<file path="config.mk">
export PLATFORM = sky130hd
export DESIGN_NAME = parking_gate_ctrl
export DESIGN_NICKNAME = d
export VERILOG_FILES = /design/src/rtl/parking_gate_ctrl.sv
export SDC_FILE = /design/constraint.sdc
export NUM_CORES = 1
export LEC_CHECK = 0
export ABC_AREA = 1
export BUFFER_PORTS_ARGS = -buffer_cell sky130_fd_sc_hd__buf_2
export CORE_UTILIZATION = 51
export DETAILED_ROUTE_END_ITERATION = 16
export PLACE_DENSITY = 0.74
export SKIP_CTS_REPAIR_TIMING = 1
export SYNTH_ARGS = -nofsm -noshare
export SYNTH_HDL_FRONTEND = slang
export SYNTH_SLANG_ARGS = --single-unit
</file>
<file path="constraint.sdc">
create_clock -name i_clk -period 1.3 [get_ports i_clk]
set_input_delay 0 -clock i_clk [delete_from_list [all_inputs] [get_ports i_clk]]
set_output_delay 0 -clock i_clk [all_outputs]
set_load 0.01 [all_outputs]
</file>
<file path="src/rtl/parking_gate_ctrl.sv">
// ---------------------------------------------------------------------------
// parking_gate_ctrl
//
// Turns the debounced entry/exit button levels into parking-lot actions.
// It detects the press edge of each level, keeps the occupancy count within
// 0..CAPACITY, opens the matching gate for GATE_CYCLES cycles per served
// event, and pulses reject for any press that cannot be served.
//
// Parameters:
//   CAPACITY     number of parking slots (1..15)
//   GATE_CYCLES  cycles a gate stays open per served event (1..255)
//
// Ports:
//   i_clk            system clock, rising edge
//   i_rst            synchronous active-high reset
//   i_enter_btn      debounced entry-button level
//   i_exit_btn       debounced exit-button level
//   o_count          current occupancy, 0..CAPACITY
//   o_full           occupancy == CAPACITY
//   o_empty          occupancy == 0
//   o_gate_in_open   entry gate open command
//   o_gate_out_open  exit gate open command
//   o_reject         one-cycle pulse: a press event was not served
// ---------------------------------------------------------------------------
module parking_gate_ctrl #(
    parameter int CAPACITY    = 8,
    parameter int GATE_CYCLES = 20
) (
    input  logic       i_clk,
    input  logic       i_rst,
    input  logic       i_enter_btn,
    input  logic       i_exit_btn,
    output logic [3:0] o_count,
    output logic       o_full,
    output logic       o_empty,
    output logic       o_gate_in_open,
    output logic       o_gate_out_open,
    output logic       o_reject
);

    localparam logic [3:0] CAP_V   = 4'(CAPACITY);
    localparam logic [7:0] T_RELOAD = 8'(GATE_CYCLES - 1);

    typedef enum logic [1:0] {
        IDLE       = 2'd0,
        ENTER_OPEN = 2'd1,
        EXIT_OPEN  = 2'd2
    } state_t;

    state_t     r_state,  w_state_nxt;
    logic [3:0] r_count,  w_count_nxt;
    logic [7:0] r_timer,  w_timer_nxt;
    logic       r_reject, w_reject_nxt;
    logic       r_enter_prev, r_exit_prev;

    logic w_enter_evt, w_exit_evt;
    logic w_full, w_empty;

    // Prev registers reset to 1 so a button held through reset release
    // cannot fire until it has been released and pressed again.
    assign w_enter_evt = i_enter_btn & ~r_enter_prev;
    assign w_exit_evt  = i_exit_btn  & ~r_exit_prev;

    assign w_full  = (r_count == CAP_V);
    assign w_empty = (r_count == 4'd0);

    always_ff @(posedge i_clk) begin
        if (i_rst) begin
            r_state      <= IDLE;
            r_count      <= 4'd0;
            r_timer      <= 8'd0;
            r_reject     <= 1'b0;
            r_enter_prev <= 1'b1;
            r_exit_prev  <= 1'b1;
        end else begin
            r_state      <= w_state_nxt;
            r_count      <= w_count_nxt;
            r_timer      <= w_timer_nxt;
            r_reject     <= w_reject_nxt;
            r_enter_prev <= i_enter_btn;
            r_exit_prev  <= i_exit_btn;
        end
    end

    always_comb begin
        w_state_nxt  = r_state;
        w_count_nxt  = r_count;
        w_timer_nxt  = r_timer;
        w_reject_nxt = 1'b0;

        case (r_state)
            IDLE: begin
                if (w_exit_evt) begin
                    // Exit wins a simultaneous press; a concurrent entry is
                    // always dropped, and an unserved exit shares that one
                    // reject pulse.
                    if (!w_empty) begin
                        w_count_nxt  = r_count - 4'd1;
                        w_timer_nxt  = T_RELOAD;
                        w_state_nxt  = EXIT_OPEN;
                        w_reject_nxt = w_enter_evt;
                    end else begin
                        w_reject_nxt = 1'b1;
                    end
                end else if (w_enter_evt) begin
                    if (!w_full) begin
                        w_count_nxt = r_count + 4'd1;
                        w_timer_nxt = T_RELOAD;
                        w_state_nxt = ENTER_OPEN;
                    end else begin
                        w_reject_nxt = 1'b1;
                    end
                end
            end

            ENTER_OPEN, EXIT_OPEN: begin
                // Events are never queued while a gate is open.
                w_reject_nxt = w_enter_evt | w_exit_evt;
                if (r_timer == 8'd0) begin
                    w_state_nxt = IDLE;
                end else begin
                    w_timer_nxt = r_timer - 8'd1;
                end
            end

            default: begin
                w_state_nxt = IDLE;
                w_timer_nxt = 8'd0;
            end
        endcase
    end

    assign o_count         = r_count;
    assign o_full          = w_full;
    assign o_empty         = w_empty;
    assign o_gate_in_open  = (r_state == ENTER_OPEN);
    assign o_gate_out_open = (r_state == EXIT_OPEN);
    assign o_reject        = r_reject;

endmodule

</file>
======== Yosys cells after proc, flatten, opt, wreduce, memory -nomap -nowiden ========
Cells that the tools add are included.
storage, ports and cells
  bits in registers ....................... 17
  input bits .............................. 4
operators by class
  mux-type cells .......................... 21
  add/sub/neg operators ................... 3
  equal/unequal tests ..................... 10
  bitwise gates (word level) .............. 5
  reduce and logical (&&, ||, !) cells .... 8
operators with widths
  kind                   number
  $mux W8                5
  $mux W4                4
  $pmux W8 S2            1
  $reduce_and A4 Y1      3
  $mux W2                5
  $ne A3 B3 Y1 const B   3
  $logic_not A8 Y1       1
  $sub A8 B1 Y8 const B  1
  $ne A2 B2 Y1 const B   3
  $add A4 B1 Y4 const B  1
  $eq A4 B4 Y1 const B   1
  $logic_not A4 Y1       1
  $mux W1                4
  $pmux W2 S2            1
  $sub A4 B1 Y4 const B  1
  $and A1 B1 Y1          2
  $eq A2 B1 Y1 const B   1
  $eq A2 B2 Y1 const B   1
  $logic_not A2 Y1       1
  $ne A2 B1 Y1 const B   1
  $not A1 Y1             2
  $pmux W1 S2            1
  $reduce_bool A2 Y1     1
  $reduce_or A2 Y1       1
  $or A1 B1 Y1           1

======== Logic depth before layout (Yosys ltp) ========
Gate-level depths: netlist of run 1.
  depth after elaboration ................. 5
  gate-level depth with buffers ........... 10

======== Least setup slack after synthesis of run 1 ========
Ideal clock, no wire load.
  path type ............................... register to register
  from .................................... register r_exit_prev
  to ...................................... register r_count[3], in the netlist o_count[3]
  library setup time ...................... 70 ps
  data required time ...................... 1230 ps
  setup slack ............................. -106 ps
  clock period less this slack ............ 1406 ps
  stages on the path, launching flop included .. 11
  path buffers ............................ 0
  arrival ................................. 1336 ps
  cells stage by stage .................... dfxtp_1 -> inv_1 -> nand2_4 -> clkinv_4 -> ha_1 -> nand2_1 -> nand2_1 -> nor2_1 -> xor2_1 -> nand2_1 -> a21oi_1
on the way
  longest elaborated chain between the ends .. 4
  elaborated cells between the ends (all ways) .. 7
RTL lines
  item                                                   RTL line  text
  start, declared                                        54        logic r_enter_prev, r_exit_prev;
  start signal, assigned                                 81        r_exit_prev <= i_exit_btn;
  $not A1 Y1 *                                           62        assign w_exit_evt = i_exit_btn & ~r_exit_prev;
  $and A1 B1 Y1 *                                        62
  $ne A2 B2 Y1 (no source line) (tied with other cells)  -
  $reduce_and A4 Y1 (no source line)                     -
  end signal, assigned                                   77        r_count <= w_count_nxt;
  end, declared                                          51        logic [3:0] r_count, w_count_nxt;
Every way passes the cells marked *; elsewhere a longest branch is shown, timed or not.
A chain may end at the register's enable or synchronous reset.

======== Final worst setup path of run 1 ========
Ends and elaborated chain as after synthesis.

==> impl_metrics.yaml, run 1 <==
clocking:
  cts-root-buf: "clkbuf_4"
  tritoncts: "done"
  clk_latency_ns: 0.29
  numCtsBuffers: 3
  htreeDepth: 1
  cts.sinks: 17
  clock_path_buffers: 2
  clkTransAtPathRegs_ns: 0.11
yosys:
  synth-xor-area-share_pct: 2.963
  synth_area_sq_um: 1182
  synth_top_family_by_area: "simple AND/OR/NAND/NOR gates"
  yosysTopAreaCell: "dfxtp_1"
  yosys-top-cells-area: "dfxtp_1 29%, nand2_1 12%, ha_1 8.5%"
  synthMuxAreaShare_pct: 0
  ys_ff_latch: 17
  syn_nets: 185
  ys_seq_area_share_pct: 28.78
  ys_types: 23
  synth.top_cell.area_share_pct: 28.78
  synth-compound-area-share_pct: 9.312
  synthAdderAreaFrac_pct: 10.16
  yosys_warnings: 0
  synth_cells: 172
  synth-simple-area-share_pct: 38.52
  avgSynthCellArea_sq_um: 6.874
placement:
  preCtsSetupSlack_ns: -0.1085
  gp_congestion: 0.8509
  dp_hpwl_um: 2082
  numPortBuffers: 12
  dpl-instance-area_sq_um: 1416
  dpl.cell_count: 226
grt:
  grt_start_max_net_pins: 12
  gr-usage-met1_pct: 29.37
  antenna_found_initial: 0
  grt_util_met3_pct: 3.939
  first_global_vias: 1085
  use_met2_pct: 36.44
  grt_overflow_total: 0
  grt_use_total_pct: 23.12
  grt_pass1_wl_um: 4395
  top_usage_layer: "met2"
layout:
  drive_gt1_share_pct: 50.48
  syn2layout_area_growth_pct: 40.95
  final_cell_mix: "32 x nand2_1, 16 x inv_1, 16 x buf_4"
  fin_util_pct: 76.07
  final_nets: 222
  layout_commonest_cell: "nand2_1"
  fin_cells: 236
  antennaDiodeCount: 0
  design_area_sq_um: 1667
  n_fill_cell: 163
sta:
  timing.final.ws_setup_ns: -0.1416
  min_period_ns: 1.442
  fmax_mhz: 693.7
  slew_headroom_pct: 82.08
  hold_viol_final: 0
  report.final.slew_viol_count: 0
  hold_ws_ns: 0.03958
  post-route-period-util_pct: 110.9
  finClkSkew_ns: 0.005448
  rsz0062_at_grt: "yes"
  final-setup-viol-count: 15
  worstMarginPinSlew_ns: 0.2660
route:
  drt-initial-drc-count: 24
  ant_nets: 0
  drc: 0
  via_count: 1247
  wl_um: 3140
  firstDrtPassIters: 4
  post_drt_wl_per_cell_um: 13.31
  viasPerCell: 5.284
hold_path:
  min_path_type: "in2reg"
  hold_depth: 2
worst_setup_path:
  end_kind: "flip-flop"
  cp_data_required_time_ns: 1.53
  crit_fanout: 3
  crit_arrival_ns: 1.67
  worstSetupPathType: "reg2reg"
  start_kind: "flip-flop"
  r2r_cells: 10
pwr:
  clockPowerShare_pct: 18.0
  p_seq_share_pct: 37.4
  power.density_nw_per_um2: 970.7
  power.switching_mw: 0.6419
  p_int_mw: 0.9758
  comb_power_share_pct: 44.6
  peakVddDrop_mv: 0.8445
  swShare_pct: 39.68
  p_leak_nw: 0.7360
run_status:
  status: "complete, but fails checks"
  violations: "negative setup slack"
floorplan:
  die_area_sq_um: 2515
  rows: 17
  io_pins: 13
  die_x_um: 50.15
  start_util_pct: 53.97
  coreArea_sq_um: 2191
  dieHeight_um: 50.15
flow_run:
  maxCapViolations: 0
cell families (layout without fill, tap and decap cells):
kind of cell,count (synthesis),count (layout)
AO/OA/AOI/OAI,22,22
XOR/XNOR,4,4
adder cells (fa/ha/maj),9,9
buffers and inverters,31,66
flip-flops,17,17
AND/OR/NAND/NOR,89,90
worst max-delay path, stage by stage (launching register included):
cell and delay (ns):
dfxtp_2 0.34, inv_2 0.04, nand2_4 0.07, clkinv_4 0.07
ha_4 0.25, nand2_1 0.07, nand2_1 0.05, nor2_1 0.13
xor2_1 0.18, nand2_1 0.07, a21oi_1 0.12
stage by stage:
step	TNS, ns	power [mW]
floorplan	-0.03697	1.006
global placement	-0.2825	1.155
detailed placement	-0.8555	1.172
CTS	-1.229	1.463
global route	-2.290	1.712
finish	-1.148	1.618
cell usage after synthesis:
cell	instances
nand2_1	37
inv_1	24
nor2_1	18
dfxtp_1	17
a21oi_1	15
nand3_1	10
ha_1	8
o21ai_0	7
inv_2	5
nand2_2	5
nand4_1	4
nor2_4	4
nor3_1	3
xor2_1	3
nand2_4	2
nand3_4	2
nor2_2	2
clkbuf_1	1
clkinv_4	1
fa_1	1
nor4_1	1
or2_2	1
xnor2_1	1
sequential cells by signal, summed over array words and instances (netlist names):
name,count
r_enter_prev,1
o_count,4
r_timer,8
r_exit_prev,1
o_reject,1
r_state,2
final timing paths:
path	from	endpoint	slack (ns)
min	i_rst	r_timer[7]	0.04
max reg2reg	r_exit_prev	o_count[3]	-0.14
max	r_exit_prev	o_count[3]	-0.14
min reg2reg	r_timer[7]	r_timer[7]	0.51
cell type report:
| type | count | area, sq um | area share, % |
|---|---|---|---|
| inverters | 30 | 121.4 | 7.282 |
| clock buffers | 4 | 26.28 | 1.577 |
| multi-input cells | 125 | 910.9 | 54.65 |
| well taps | 28 | 35.03 | 2.102 |
| repair buffers | 32 | 222.7 | 13.36 |
| flip-flops and latches | 17 | 350.3 | 21.02 |
power by group through the flow:
stage	clock (mW)	sequential, mW	combinational (mW)
after detailed placement	0	0.609	0.563
after CTS	0.298	0.597	0.567
after floorplan	0	0.614	0.392
final	0.291	0.606	0.721
after global routing	0.314	0.612	0.786
after global placement	0	0.607	0.549
layer usage:
metal	vias up	share of wire, %
met2	35	50
met5	-	0
met1	591	44
met4	0	1.3
li1	615	-
met3	6	4.5
Note: power is estimated with default switching activity, not from simulation.
==> inputs of run 2 (changes only) <==
RECOVER_POWER = 25   (was not set)
==> run 2 against run 1 <==
- the flow still finishes with violations (negative setup slack)
- register-to-register slack about the same
- critical path type unchanged
- clock-buffer cell count unchanged
- wire length increased by 0.57%
- clock power about the same
==> impl_metrics.yaml, run 2 (synthesized netlist as in run 1, its figures left out) <==
run_status:
  status: "complete, but fails checks"
  violations: "negative setup slack"
layout:
  final_cell_mix: "32 x nand2_1, 16 x inv_1, 16 x buf_4"
  fin_util_pct: 76.01
  final_nets: 222
  n_fill_cell: 164
  layout_commonest_cell: "nand2_1"
  antennaDiodeCount: 0
  largest_reg_flops: 8
  largest_register: "r_timer"
  drive_gt1_share_pct: 50.00
  syn2layout_area_growth_pct: 40.85
worst_setup_path:
  cpMostUsedCell: "nand2_1"
  r2r_cells: 10
  worstSetupPathType: "reg2reg"
  end_kind: "flip-flop"
  rrSetupSlack_ns: -0.14
  crit_fanout: 3
  r2r-end: "o_count[3]"
  cp_data_required_time_ns: 1.53
  crit_chain: "inv_2, nand2_4, clkinv_4, ha_4, nand2_1, nand2_1, nor2_1, xor2_1, nand2_1, a21oi_1"
  rr_startpoint: "r_exit_prev"
  start_kind: "flip-flop"
  slowest_delay_ns: 0.34
  slowest_stage: "dfxtp_2"
  endpoint: "o_count[3]"
  crit_arrival_ns: 1.67
  startpoint: "r_exit_prev"
placement:
  numPortBuffers: 12
  dp_hpwl_um: 2082
  gp_congestion: 0.8509
grt:
  grt_start_max_net_pins: 12
  first_global_vias: 1085
  grt_use_total_pct: 23.12
  grt_pass1_wl_um: 4395
  grt_overflow_total: 0
  antenna_found_initial: 0
pwr:
  power_mw: 1.619
  power.switching_mw: 0.6435
  p_int_mw: 0.9757
  swShare_pct: 39.74
  power.density_nw_per_um2: 972.2
  comb_power_share_pct: 44.5
  clockPowerShare_pct: 18.1
  p_leak_nw: 0.7317
  peakVddDrop_mv: 0.8445
  p_seq_share_pct: 37.4
sta:
  worstMarginPinSlew_ns: 0.2661
  setup_tns_ns: -1.147
  report.final.slew_viol_count: 0
  timing.final.ws_setup_ns: -0.1416
  final-setup-viol-count: 15
  hold_ws_ns: 0.03827
  rsz0062_at_grt: "yes"
  min_period_ns: 1.442
  hold_viol_final: 0
  finClkSkew_ns: 0.005522
  fmax_mhz: 693.7
  slew_headroom_pct: 82.07
  post-route-period-util_pct: 110.9
floorplan:
  dieHeight_um: 50.15
  die_x_um: 50.15
  die_area_sq_um: 2515
  io_pins: 13
  coreArea_sq_um: 2191
  rows: 17
  start_util_pct: 53.97
route:
  drt-initial-drc-count: 24
  firstDrtPassIters: 4
  drc: 0
  post_drt_wl_per_cell_um: 13.38
  wl_um: 3158
  viasPerCell: 5.284
  ant_nets: 0
  via_count: 1247
hold_path:
  hold_path_startpoint: "i_rst"
  min_path_type: "in2reg"
clocking:
  cts-root-buf: "clkbuf_4"
  clkTransAtPathRegs_ns: 0.11
  cts.sinks: 17
  tritoncts: "done"
  clk_latency_ns: 0.29
  numCtsBuffers: 3
  clock_path_buffers: 2
  htreeDepth: 1
flow_run:
  maxCapViolations: 0
## run 2: cell count changes in the layout (fill, tap and decap cells not counted)
| cell | before | now |
|---|---|---|
| buf_2 | 12 | 11 |
| clkbuf_1 | 1 | 2 |
## run 2: routing by layer
layer,routed length (um),vias to the layer above,track usage (%)
met2,1566,34,36.44
met4,40,0,13.33
met3,134,6,3.939
li1,-,615,-
met5,0,-,0
met1,1416,592,29.37
## run 2: critical path: cells and delay by family (launching register included)
| kind | cells | cell delay [ns] |
|---|---|---|
| AOI/OAI and AO/OA | 1 | 0.12 |
| xor gates and xnor gates | 1 | 0.18 |
| adders and majority gates | 1 | 0.25 |
| buffers and inverters | 2 | 0.11 |
| DFF | 1 | 0.34 |
| and+or+nand+nor | 5 | 0.39 |
## run 2: cell type report
cell class	instances	area [sq um]	area share, %
tap	28	35.03	2.104
timing repair buffer	32	221.5	13.30
clock buffer	4	26.28	1.578
sequential	17	350.3	21.04
multi-input combinational	125	910.9	54.70
inverter	30	121.4	7.288
## run 2: through the flow
step                worst slack (ns)  cell area [sq um]  cells
floorplan                   -0.03697               1212    172
global placement            -0.05394               1416    226
detailed placement           -0.1085               1416    226
CTS                          -0.1258               1443    230
global route                 -0.2642               1665    236
finish                       -0.1416               1665    236
## run 2: worst min-delay path by stage
stage / cells past startpoint / slack, ns / end
detailed placement: 3 / 0.20 / r_enter_prev
floorplan: 1 / 0.11 / r_exit_prev
global route: 2 / 0.05 / r_timer[4]
CTS: 3 / -0.11 / r_enter_prev
finish: 2 / 0.04 / r_timer[7]
global placement: 3 / 0.21 / r_enter_prev
## run 2: power groups by stage
stage                     clock network (mW)  registers, mW  logic [mW]
after CTS                              0.298          0.597       0.567
after detailed placement                   0          0.609       0.563
after global routing                   0.314          0.612       0.786
final                                  0.292          0.606       0.721
after floorplan                            0          0.614       0.392
after global placement                     0          0.607       0.549
